==> src/rtl/uart_cmd_pkg.sv <==
// Shared definitions for the UART command master: opcodes, command encodings,
// serializer states and frame-layout helpers.
package uart_cmd_pkg;

  localparam logic [7:0] CMD_WR      = 8'hAA;
  localparam logic [7:0] CMD_RD      = 8'hBB;
  localparam logic [7:0] CMD_ALU_OP  = 8'hCC;
  localparam logic [7:0] CMD_ALU_NOP = 8'hDD;

  typedef enum logic [1:0] {
    CmdWr     = 2'b00,
    CmdRd     = 2'b01,
    CmdAluOp  = 2'b10,
    CmdAluNop = 2'b11
  } cmd_type_e;

  typedef enum logic [2:0] {
    StIdle,
    StStart,
    StData,
    StParity,
    StStop
  } ser_state_e;

  function automatic logic [2:0] byte_count(input cmd_type_e t);
    logic [2:0] n;
    unique case (t)
      CmdWr:    n = 3'd3;
      CmdAluOp: n = 3'd4;
      default:  n = 3'd2;
    endcase
    return n;
  endfunction

  // Byte at position idx within the frame sequence of a command.
  function automatic logic [7:0] frame_byte(input cmd_type_e t, input logic [1:0] idx,
                                            input logic [7:0] addr, input logic [7:0] data,
                                            input logic [7:0] op_a, input logic [7:0] op_b,
                                            input logic [7:0] func);
    logic [7:0] b;
    unique case (t)
      CmdWr: begin
        unique case (idx)
          2'd0:    b = CMD_WR;
          2'd1:    b = addr;
          default: b = data;
        endcase
      end
      CmdRd:    b = (idx == 2'd0) ? CMD_RD : addr;
      CmdAluOp: begin
        unique case (idx)
          2'd0:    b = CMD_ALU_OP;
          2'd1:    b = op_a;
          2'd2:    b = op_b;
          default: b = func;
        endcase
      end
      default:  b = (idx == 2'd0) ? CMD_ALU_NOP : func;
    endcase
    return b;
  endfunction

endpackage

==> src/rtl/uart_cmd_master_ser.sv <==
// UART byte serializer: start, 8 data bits LSB first, parity, stop; registered line output.
module uart_frame_ser
  import uart_cmd_pkg::*;
#(
  parameter int unsigned PRESCALE = 8,
  parameter bit          PAR_ODD  = 1'b1
) (
  input  logic       clk,
  input  logic       rst,
  input  logic       load,
  input  logic [7:0] data_in,
  output logic       tx_out,
  output logic       byte_done
);

  localparam int unsigned CntW = (PRESCALE > 1) ? $clog2(PRESCALE) : 1;

  ser_state_e      state_q, state_d;
  logic [CntW-1:0] cnt_q, cnt_d;
  logic [2:0]      bit_idx_q, bit_idx_d, bit_nxt;
  logic [7:0]      data_q, data_d;
  logic            tx_q, tx_d;
  logic            wrap;

  assign wrap      = (cnt_q == CntW'(PRESCALE - 1));
  assign bit_nxt   = bit_idx_q + 3'd1;
  assign tx_out    = tx_q;
  assign byte_done = (state_q == StStop) && wrap;

  always_comb begin
    state_d   = state_q;
    cnt_d     = cnt_q;
    bit_idx_d = bit_idx_q;
    data_d    = data_q;
    tx_d      = tx_q;
    if (state_q != StIdle) cnt_d = wrap ? '0 : cnt_q + 1'b1;
    unique case (state_q)
      StIdle: begin
        if (load) begin
          state_d = StStart;
          cnt_d   = '0;
          data_d  = data_in;
          tx_d    = 1'b0;
        end
      end
      StStart: begin
        if (wrap) begin
          state_d   = StData;
          bit_idx_d = 3'd0;
          tx_d      = data_q[0];
        end
      end
      StData: begin
        if (wrap) begin
          if (bit_idx_q == 3'd7) begin
            state_d = StParity;
            tx_d    = ^data_q ^ PAR_ODD;
          end else begin
            bit_idx_d = bit_nxt;
            tx_d      = data_q[bit_nxt];
          end
        end
      end
      StParity: begin
        if (wrap) begin
          state_d = StStop;
          tx_d    = 1'b1;
        end
      end
      StStop: begin
        // Next byte of the same command starts with no idle gap.
        if (wrap) begin
          if (load) begin
            state_d = StStart;
            data_d  = data_in;
            tx_d    = 1'b0;
          end else begin
            state_d = StIdle;
            tx_d    = 1'b1;
          end
        end
      end
      default: begin
        state_d = StIdle;
        tx_d    = 1'b1;
      end
    endcase
  end

  always_ff @(posedge clk or negedge rst) begin
    if (!rst) begin
      state_q   <= StIdle;
      cnt_q     <= '0;
      bit_idx_q <= 3'd0;
      data_q    <= 8'h00;
      tx_q      <= 1'b1;
    end else begin
      state_q   <= state_d;
      cnt_q     <= cnt_d;
      bit_idx_q <= bit_idx_d;
      data_q    <= data_d;
      tx_q      <= tx_d;
    end
  end

endmodule

==> src/rtl/uart_cmd_master.sv <==
// Host-side UART command initiator: captures one command and sends its 2-4 byte frame sequence.
module uart_cmd_master
  import uart_cmd_pkg::*;
#(
  parameter int unsigned PRESCALE = 8,
  parameter bit          PAR_ODD  = 1'b1
) (
  input  logic       UART_clck,
  input  logic       rst,
  input  logic       cmd_valid,
  output logic       cmd_ready,
  input  logic [1:0] cmd_type,
  input  logic [7:0] cmd_addr,
  input  logic [7:0] cmd_data,
  input  logic [7:0] cmd_op_a,
  input  logic [7:0] cmd_op_b,
  input  logic [7:0] cmd_func,
  output logic       tx_out,
  output logic       byte_done,
  output logic       cmd_done
);

  cmd_type_e  type_q;
  logic [7:0] addr_q, data_q, op_a_q, op_b_q, func_q;
  logic       busy_q, busy_d;
  logic [1:0] idx_q, idx_d, idx_nxt;
  logic       cmd_done_q, cmd_done_d;
  logic       accept, last_byte, ser_load;
  logic [7:0] ser_byte;

  assign cmd_ready = !busy_q;
  assign cmd_done  = cmd_done_q;
  assign accept    = cmd_valid && cmd_ready;
  assign idx_nxt   = idx_q + 2'd1;
  assign last_byte = ({1'b0, idx_q} == byte_count(type_q) - 3'd1);

  always_comb begin
    busy_d     = busy_q;
    idx_d      = idx_q;
    cmd_done_d = 1'b0;
    ser_load   = 1'b0;
    ser_byte   = frame_byte(type_q, idx_nxt, addr_q, data_q, op_a_q, op_b_q, func_q);
    if (accept) begin
      // First byte comes straight from the inputs so the start bit begins at acceptance.
      busy_d   = 1'b1;
      idx_d    = 2'd0;
      ser_load = 1'b1;
      ser_byte = frame_byte(cmd_type_e'(cmd_type), 2'd0, cmd_addr, cmd_data, cmd_op_a,
                            cmd_op_b, cmd_func);
    end else if (busy_q && byte_done) begin
      if (last_byte) begin
        busy_d     = 1'b0;
        cmd_done_d = 1'b1;
      end else begin
        idx_d    = idx_nxt;
        ser_load = 1'b1;
      end
    end
  end

  always_ff @(posedge UART_clck or negedge rst) begin
    if (!rst) begin
      busy_q     <= 1'b0;
      idx_q      <= 2'd0;
      cmd_done_q <= 1'b0;
      type_q     <= CmdWr;
      addr_q     <= 8'h00;
      data_q     <= 8'h00;
      op_a_q     <= 8'h00;
      op_b_q     <= 8'h00;
      func_q     <= 8'h00;
    end else begin
      busy_q     <= busy_d;
      idx_q      <= idx_d;
      cmd_done_q <= cmd_done_d;
      if (accept) begin
        type_q <= cmd_type_e'(cmd_type);
        addr_q <= cmd_addr;
        data_q <= cmd_data;
        op_a_q <= cmd_op_a;
        op_b_q <= cmd_op_b;
        func_q <= cmd_func;
      end
    end
  end

  uart_frame_ser #(
    .PRESCALE (PRESCALE),
    .PAR_ODD  (PAR_ODD)
  ) u_ser (
    .clk       (UART_clck),
    .rst       (rst),
    .load      (ser_load),
    .data_in   (ser_byte),
    .tx_out    (tx_out),
    .byte_done (byte_done)
  );

endmodule

==> config.mk <==
export PLATFORM = sky130hd
export DESIGN_NAME = uart_cmd_master
export DESIGN_NICKNAME = d
export VERILOG_FILES = /design/src/rtl/uart_cmd_pkg.sv /design/src/rtl/uart_cmd_master_ser.sv /design/src/rtl/uart_cmd_master.sv
export SDC_FILE = /design/constraint.sdc
export NUM_CORES = 1
export LEC_CHECK = 0
export BUFFER_PORTS_ARGS = -buffer_cell sky130_fd_sc_hd__buf_4
export CORE_AREA = 2 2 106 108
export CTS_BUF_LIST = sky130_fd_sc_hd__clkbuf_2
export DETAILED_ROUTE_END_ITERATION = 7
export DIE_AREA = 0 0 108 110
export PLACE_DENSITY = 0.55
export REMOVE_ABC_BUFFERS = 1
export SYNTH_ARGS = -nofsm -noshare
export SYNTH_HDL_FRONTEND = slang
export SYNTH_SLANG_ARGS = --single-unit
==> constraint.sdc <==
create_clock -name UART_clck -period 1.9 [get_ports UART_clck]
set_input_delay 0.285 -clock UART_clck [delete_from_list [all_inputs] [get_ports UART_clck]]
set_output_delay 0.285 -clock UART_clck [all_outputs]
set_load 0.01 [all_outputs]
After elaboration in Yosys (flattened, before gate mapping) --
Index checks and enable logic that the tools add are counted.
Word-level totals: bits in registers 64, bits in latches 0, memory bits (writable) 0, ROM bits 0, input port bits 45, output and inout port bits 4, word-level logic and storage cells 110, memories kept 0
Operators by class: add/sub/neg operators 4, multiply operators 0, div/mod/pow operators 0, $lt $le $gt $ge 1, equality and inequality tests 21, shift operators 0, muxes and demuxes 49, bitwise logic cells 1, reductions and logical operators 20
Operator list (number):
- $pmux 8 s3 | 2
- $mux 8 | 5
- $mux 3 | 13
- $pmux 8 s2 | 2
- $pmux 7 s3 | 1
- $mux 1 | 18
- $pmux 3 s5 | 1
- $pmux 3 s2 | 2
- $ne 2x1->1 const B | 5
- $eq 3x3->1 const B | 3
- $reduce_bool 2->1 | 4
- $reduce_xor 8->1 | 1
- $add 3x1->3 const B | 2
- $eq 2x1->1 const B | 3
- $eq 2x2->1 const B | 3
- $eq 3x2->1 const B | 2
- $logic_not 2->1 | 3
- $mux 2 | 3
- $ne 2x2->1 const B | 3
- $reduce_and 2->1 | 3
- $reduce_and 6->1 | 1
- $pmux 1 s5 | 1
- $reduce_and 5->1 | 1
- $lt 3x4->1 const B | 1
- other kinds (11) | 13

Depth between registers and ports, before layout --
Gate-level depths: netlist of the first run.
word-level depth 10, gate-level depth with buffers 8, depth with buffers taken out 7

Hierarchy --
Synthesis of the first run repeated with hierarchy kept, for this count alone.
Second synthesis, totals: cells, all modules 393, area total of the unflattened synthesis 3414.5 um^2
By module, submodules not included:
- uart_cmd_master | times used 1, cells each 295, area an instance 2367.3 um^2, seq. area each 1151.1 um^2
- uart_frame_ser | times used 1, cells each 98, area an instance 1047.3 um^2, seq. area each 451.7 um^2

Least setup slack after synthesis of the first run --
OpenSTA, ideal clock, no wires.
kind register to register, start point register idx_q[0], end point register u_ser.data_q[3], library setup time 127 ps, arrival time 1706 ps, data required time 1773 ps, setup slack 67 ps, stages on the path, launching flop included 8, buffers on the path 1, period minus slack after synthesis 1833 ps, cell sequence dfrtp_1 inv_1 ha_1 buf_2 a211oi_1 o41ai_1 a211oi_1 a21oi_2
Between the ends: word-level cells in the longest chain between the ends 8, elaborated cells on any way between the ends 17, classes of those cells add/sub (1); eq/ne (3); mux (12); reduce/logical (1)
Ends and longest elaborated chain:
- start: declaration | line uart_cmd_master.sv:26 | logic [1:0] idx_q, idx_d, idx_nxt;
- start signal: assignment | line uart_cmd_master.sv:74 | idx_q <= idx_d;
- $add 2x1->2 | line uart_cmd_master.sv:34 | assign idx_nxt = idx_q + 2'd1;
- $eq 2x2->1, or another cell as far along | line uart_cmd_pkg.sv:51 | unique case (idx)
- $pmux 8 s3, or another cell as far along | line uart_cmd_pkg.sv:51
- $pmux 8 s3 | line uart_cmd_pkg.sv:41 | unique case (t)
- $mux 8 | line uart_cmd_master.sv:43 | if (accept) begin
- $mux 8 * | line uart_cmd_master_ser.sv:39, uart_cmd_master_ser.sv:73
- $mux 8 | line uart_cmd_master_ser.sv:72 | if (wrap) begin
- $pmux 8 s2 * | line uart_cmd_master_ser.sv:37 | unique case (state_q)
- end signal: assignment | line uart_cmd_master_ser.sv:101 | data_q <= data_d;
- end: declaration | line uart_cmd_master_ser.sv:21 | logic [7:0] data_q, data_d;
Mark *: on every way between the ends. The rest lies on a longest branch, timed or not. The select of a mux whose other input is x is not followed. A chain may end at the register's enable or synchronous reset.

Final worst setup path of the first run --
start point register u_ser.cnt_q[0], end point output port byte_done
Between the ends: word-level cells in the longest chain between the ends 2
Ends and longest elaborated chain:
- start: declaration | line uart_cmd_master_ser.sv:19 | logic [CntW-1:0] cnt_q, cnt_d;
- start signal: assignment | line uart_cmd_master_ser.sv:99 | cnt_q <= cnt_d;
- $eq 3x3->1 | line uart_cmd_master_ser.sv:25 | assign wrap = (cnt_q == CntW'(PRESCALE - 1));
- $logic_and 1x1->1 | line uart_cmd_master_ser.sv:28 | assign byte_done = (state_q == StStop) && wrap;
- end: declaration | line uart_cmd_master.sv:19 | output logic byte_done,
No other way between the ends.

==> run summary, run 1 <==
worst setup margin - 0.02302 ns
PortBufs - 48
Yosys reg bits - 64
Post-synth ARST share - 100.0%
status - finished, final reports clean
Crit Path Max Fanout - 3
ys flop type - dfrtp_1
hold_sp - cmd_type[0]
CP endpoint kind - output port
Final Max Slew Viols - 0
post-synth cell types - 57
final WL - 8686 um
Least-Margin Pin Slew - 0.5700 ns
via count - 3137
Area after DPL - 4080 sq um
post-route minimum period - 1.877 ns
worst r2r path cells - 7
first-pass GRT wire length - 14260 um
DRT Pass-1 Iters - 5
EDFF count, synth - 0
fin area - 4726 sq um
Die ar. - 11880 sq um
Root Buffer - clkbuf_2
Avg Cell Area, Syn - 8.610 sq um
Max Freq - 532.8 MHz
Core Area - 10700 sq um
total track usage - 15.40%
post-synthesis sequential area ratio - 46.08%
total gr overflow - 0
WHS Endpoint - type_q[0]
synthesized area - 3478 sq um
htree depth - 3
RR Endpoint - u_ser.data_q[5]
ANT nets after route - 0
routed length per placed instance - 13.32 um
TritonCTS clock tree - built
final setup vio count - 0
Synth top area share - 45.32%
dpl ws - 0.009454 ns
antenna violations before repair - 0
worst path required time - 1.62 ns
drt drc - 0
worst setup path category - reg -> out
CTS Sinks - 64
RSZ-0062 raised after global routing - true
Die Span X - 108 um
share of layout cells above drive strength 1 - 24.07%
largest net degree at the start of global routing - 55
crit path DAT - 1.59 ns
CTS Buffer Depth - 2
Slew HR - 61.71%
Worst Skew - 0.02254 ns
top cells by area, synth - dfrtp_1 45%, nand2_1 15%, ha_1 2.9%
Cells after Synth - 404
Rows - 38
Clock Latency Late Sink - 0.50 ns
Area Overhead vs Synth - 35.86%
Hold Fails Final Rpt - 0
effective utilization at floorplan - 32.51%
TritonCTS Buffers - 9
final-stage net count - 560
Max rail drop VDD - 301.4 uV
Hold Path Cell Cnt - 3
fin crit share - 98.79%
Via density - 4.811
hold crit path type - in -> reg
DPL Wire Length - 6016 um
vias in the first global route - 2984
die height - 110 um
yosys warns - 0
Leakage Power - 2.212 nW
GPL Wtd Cong - 0.8340
R2R Setup Slk - 0.05 ns
Max-Cap Viols - 0
Power Density - 836.8 nW/um^2
post-synth top area cell - dfrtp_1
CP Launch Type - flop
reg-to-reg critical path startpoint - u_ser.cnt_q[0]
Reg clk slew, reported paths - 0.19 ns
I/O pin total - 49
Iteration-0 DRC Markers - 233
-- synthesized netlist by cell type (3+ instances only) --
| library cell | count |
|---|---|
| nor3_1 | 4 |
| dfrtp_1 | 63 |
| ha_1 | 8 |
| a21oi_2 | 3 |
| mux2i_1 | 3 |
| o21ai_0 | 19 |
| o211ai_1 | 3 |
| a22oi_1 | 8 |
| a211oi_1 | 5 |
| nand2_1 | 142 |
| a21oi_1 | 7 |
| mux2_2 | 3 |
| nor2b_1 | 9 |
| nor2_1 | 15 |
| xnor2_1 | 8 |
| nand3_1 | 7 |
| nor2_2 | 3 |
| buf_2 | 12 |
| buf_1 | 4 |
| inv_1 | 10 |
| a31oi_1 | 8 |
| clkbuf_1 | 7 |
| nand2b_1 | 6 |
-- layout by cell type, fill, tap and decap left out, types with 2 or more instances in the layout --
master | Yosys | layout
nand2_1 | 142 | 142
buf_4 | 1 | 68
dfrtp_1 | 63 | 62
dlygate4sd3_1 | 0 | 43
o21ai_0 | 19 | 19
nor2_1 | 15 | 11
inv_1 | 10 | 9
clkbuf_2 | 0 | 9
nor2b_1 | 9 | 8
xnor2_1 | 8 | 8
a22oi_1 | 8 | 8
a21oi_1 | 7 | 7
a31oi_1 | 8 | 7
nor2_2 | 3 | 7
nand2b_1 | 6 | 6
nand3_1 | 7 | 6
a211oi_1 | 5 | 5
buf_6 | 2 | 5
nor3_1 | 4 | 4
ha_1 | 8 | 4
clkinv_2 | 0 | 4
mux2i_1 | 3 | 3
o211ai_1 | 3 | 3
mux2_2 | 3 | 3
a21oi_2 | 3 | 3
a2111oi_0 | 2 | 2
o2111ai_1 | 2 | 2
a41oi_1 | 2 | 2
a21o_1 | 2 | 2
nor3b_1 | 2 | 2
o21ai_2 | 0 | 2
a32oi_1 | 2 | 2
o32a_1 | 2 | 2
a221oi_1 | 2 | 2
o41ai_1 | 2 | 2
ha_2 | 0 | 2
ha_4 | 0 | 2
clkinv_1 | 0 | 2
buf_12 | 0 | 2
-- area by class of cell --
class / count / area, sq um
Timing Repair Buffer: 118 / 1037
Antenna cell: 1 / 2.502
Fill cell: 1095 / 5972
Tap cell: 140 / 175.2
Inverter: 10 / 37.54
Multi-Input combinational cell: 304 / 1797
Clock buffer: 9 / 45.04
Sequential cell: 64 / 1604
Clock inverter: 6 / 27.53
-- sequential cells by signal, indices dropped and copies added (netlist names) --
signal,count
idx_q,2
u_ser.cnt_q,3
u_ser.state_q,3
func_q,8
op_a_q,8
busy_q,1
type_q,2
u_ser.tx_out,1
addr_q,8
data_q,8
u_ser.bit_idx_q,3
op_b_q,8
cmd_done,1
u_ser.data_q,8
-- cell families after synthesis --
family          Yosys count  share of synthesized area [%]
simple gates            198                          24.46
fa+ha+maj                 8                          2.878
mux                       7                          2.482
xor+xnor                 10                          2.734
compound gates           81                          16.51
flops                    64                          46.08
buf+inv                  36                          4.856
-- metrics by stage --
stage	utilization [%]	hold slack, ns	total power [mW]	std cells	TNS, ns
final	44.18	0.06198	3.955	652	0
after global routing	44.15	0.05894	4.229	651	-0.1861
after CTS	43.19	0.05584	3.908	648	-0.02676
after detailed placement	38.14	0.2312	3.143	588	0
after global placement	38.14	0.2317	3.107	588	0
after floorplan	-	-0.01059	2.677	378	-38.30
-- what timing repair did --
action | in CTS | in global routing
pin swaps | 1 | 4
cloned | 0 | 0
setup endpoints to repair | 2 | 9
setup buffers | 2 | 3
endpoints found under the hold margin | 78 | 0
hold buffers | 43 | 0
resized for setup | 5 | 20
-- per-layer routing --
layer,vias to the layer above,GRT usage [%],wire length (um)
met1,1477,20.23,4106
met4,0,6.319,154
met2,63,25.52,4163
met3,11,2.352,262
li1,1586,-,-
met5,-,0,0
-- how the worst max path moves through the flow --
stage                         from  slack [ns]              end  cells after the start
global placement          idx_q[0]        0.03  u_ser.data_q[6]                      7
CTS                 u_ser.cnt_q[1]       -0.03        byte_done                      4
finish              u_ser.cnt_q[0]        0.02        byte_done                      4
global route        u_ser.cnt_q[0]       -0.05  u_ser.data_q[1]                      9
detailed placement        idx_q[1]       0.009  u_ser.data_q[6]                      8
floorplan                   busy_q       -1.61  u_ser.data_q[5]                      4
-- power by group --
group | total, mW | internal, mW | switching (mW)
logic | 1.49 | 0.778 | 0.711
registers | 1.83 | 1.59 | 0.235
clock network | 0.639 | 0.148 | 0.491
total | 3.95 | 2.52 | 1.44
-- worst max-delay path: stages, from the launching register on --
cell and delay [ns]:
dfrtp_1 0.43, ha_2 0.20, ha_4 0.17, and3_4 0.17
buf_6 0.11
(Power assumes the default switching activity.)
==> run 2: changes to the inputs <==
--- a/config.mk
+++ b/config.mk
@@ -7,9 +7,11 @@
 export LEC_CHECK = 0
 export BUFFER_PORTS_ARGS = -buffer_cell sky130_fd_sc_hd__buf_4
 export CORE_AREA = 2 2 106 108
-export CTS_BUF_LIST = sky130_fd_sc_hd__clkbuf_2
+export CTS_BUF_LIST = sky130_fd_sc_hd__clkbuf_16
+export CTS_CLUSTER_SIZE = 8
 export DETAILED_ROUTE_END_ITERATION = 7
 export DIE_AREA = 0 0 108 110
+export GPL_ROUTABILITY_DRIVEN = 0
 export PLACE_DENSITY = 0.55
 export REMOVE_ABC_BUFFERS = 1
 export SYNTH_ARGS = -nofsm -noshare
==> run 2 against run 1 <==
  * Clock-buffer cell count unchanged
  * Global-route usage is 0.47 points lower
  * Largest power group unchanged
  * Highest routed layer unchanged
  * Clock skew fell by 0.016 ns
  * Die area unchanged
==> run summary, run 2 (synthesis gave the netlist of run 1 again) <==
status - finished, final reports clean
htree depth - 3 (unchanged)
Reg clk slew, reported paths - 0.05 ns (-0.14 ns)
DPL Wire Length - 6016 um (unchanged)
die height - 110 um (unchanged)
worst setup margin - 0.08532 ns (+0.06230 ns)
Via density - 4.863 (+1.1%)
Least-Margin Pin Slew - 0.5644 ns (-0.005590 ns)
DRT Pass-1 Iters - 4 (-1)
vias in the first global route - 2859 (-4.2%)
CP endpoint kind - flop
Iteration-0 DRC Markers - 176 (-24%)
Root Buffer - clkbuf_16
effective utilization at floorplan - 32.51% (unchanged)
fin area - 4398 sq um (-6.9%)
met2 Use GR - 24.26% (-1.3 points)
Slew HR - 62.08% (+0.38 points)
largest net degree at the start of global routing - 55 (unchanged)
crit path DAT - 2.08 ns (+0.49 ns)
Area after DPL - 4080 sq um (unchanged)
Area Overhead vs Synth - 26.44%
total track usage - 14.93% (-0.47 points)
Power Density - 1047 nW/um^2 (+25%)
CTS Buffer Depth - 2 (unchanged)
Cell Count, Final, Fillers Out - 606 (-7.1%)
final-stage net count - 515 (-8.0%)
final setup vio count - 0 (unchanged)
Max-Cap Viols - 0 (unchanged)
share of layout cells above drive strength 1 - 23.61% (-0.47 points)
M1 GR Usage - 20.22% (about the same)
Core Area - 10700 sq um (unchanged)
Crit Path Max Fanout - 10 (+7)
RSZ-0062 raised after global routing - false
Rows - 38 (unchanged)
Worst Skew - 0.006527 ns (-0.01602 ns)
Max rail drop VDD - 343.3 uV (+14%)
TritonCTS clock tree - built
CP Launch Type - flop
first-pass GRT wire length - 13860 um (-2.8%)
PortBufs - 48 (unchanged)
Die Span X - 108 um (unchanged)
placed insts - 588 (unchanged)
I/O pin total - 49 (unchanged)
Clock Latency Late Sink - 0.32 ns (-0.18 ns)
routed length per placed instance - 13.79 um (+3.5%)
final WL - 8358 um (-3.8%)
Hold Fails Final Rpt - 0 (unchanged)
antenna violations before repair - 0 (unchanged)
Max Freq - 551.1 MHz (+3.4%)
Final Max Slew Viols - 0 (unchanged)
fin crit share - 95.51% (-3.3 points)
CTS Sinks - 64 (unchanged)
post-route minimum period - 1.815 ns (-0.06230 ns)
worst setup path category - reg -> reg
most common library cell in the layout ignoring fill and taps - nand2_1
dpl ws - 0.009454 ns (unchanged)
Leakage Power - 2.088 nW (-5.6%)
drt drc - 0 (unchanged)
total gr overflow - 0 (unchanged)
TritonCTS Buffers - 9 (unchanged)
worst path required time - 2.16 ns (+0.54 ns)
grt peak-use layer - met2
most frequent cells in the layout - 142 x nand2_1, 68 x buf_4, 62 x dfrtp_1, 19 x o21ai_0, 14 x nor2_1
M3 GR Usage - 2.175% (-0.18 points)
via count - 2947 (-6.1%)
hold crit path type - in -> reg
Die ar. - 11880 sq um (unchanged)
ANT nets after route - 0 (unchanged)
Antenna Diode Count - 0 (-1)
==> run 2: layout make-up <==
cell class                      instances  area (sq um)
Sequential cell                        64          1604
Tap cell                              140         175.2
Fill cell                            1097          6300
Clock buffer                            9         225.2
Timing Repair Buffer                   73         583.1
Inverter                               10         37.54
Clock inverter                          6         27.53
Multi-Input combinational cell        304          1745
==> run 2: timing repair <==
item                                    in CTS  in global routing
gates resized for setup                      1                  9
endpoints found under the hold margin       27                  0
setup buffers                                0                  2
hold buffers                                 1                  0
endpoints found under the setup margin       1                  5
pin swaps                                    0                  2
==> run 2: worst paths after layout <==
| kind | start | to | slack [ns] | cells past startpoint |
|---|---|---|---|---|
| hold / removal | cmd_op_b[4] | op_b_q[4] | 0.15 | 3 |
| max in group asynchronous | rst | u_ser.tx_out | 0.90 | 3 |
| hold reg to reg | data_q[6] | data_q[6] | 0.48 | 2 |
| setup / recovery | idx_q[1] | u_ser.data_q[6] | 0.09 | 8 |
| setup reg to reg | idx_q[1] | u_ser.data_q[6] | 0.09 | 8 |
| min in group asynchronous | rst | op_a_q[3] | 0.43 | 2 |
==> run 2: metal layers <==
metal	part of all wire [%]	vias up
met2	48	55
met5	0	-
li1	-	1490
met4	1.2	0
met1	47	1394
met3	3.1	8
==> run 2: power by group <==
part	switching, mW	leakage (nW)	internal, mW
combinational	0.673	1.15	0.685
sequential	0.234	0.806	1.60
clock	0.561	0.130	0.854
total	1.47	2.09	3.14
==> run 2: critical path, cell delays in order (launching register included) <==
cell and delay (ns):
dfrtp_1 0.39, inv_1 0.08, ha_2 0.43, buf_4 0.18
nand2_1 0.06, o21ai_0 0.07, nor2_1 0.07, o31ai_2 0.28
a31o_1 0.17
==> run 2: stage by stage <==
| step | TNS (ns) | utilization, % | hold slack (ns) | total power [mW] |
|---|---|---|---|---|
| floorplan | -38.30 | - | -0.01059 | 2.677 |
| global placement | 0 | 38.14 | 0.2317 | 3.107 |
| detailed placement | 0 | 38.14 | 0.2312 | 3.143 |
| CTS | 0 | 40.62 | 0.1432 | 4.591 |
| global route | 0 | 41.11 | 0.1558 | 4.883 |
| finish | 0 | 41.11 | 0.1480 | 4.604 |
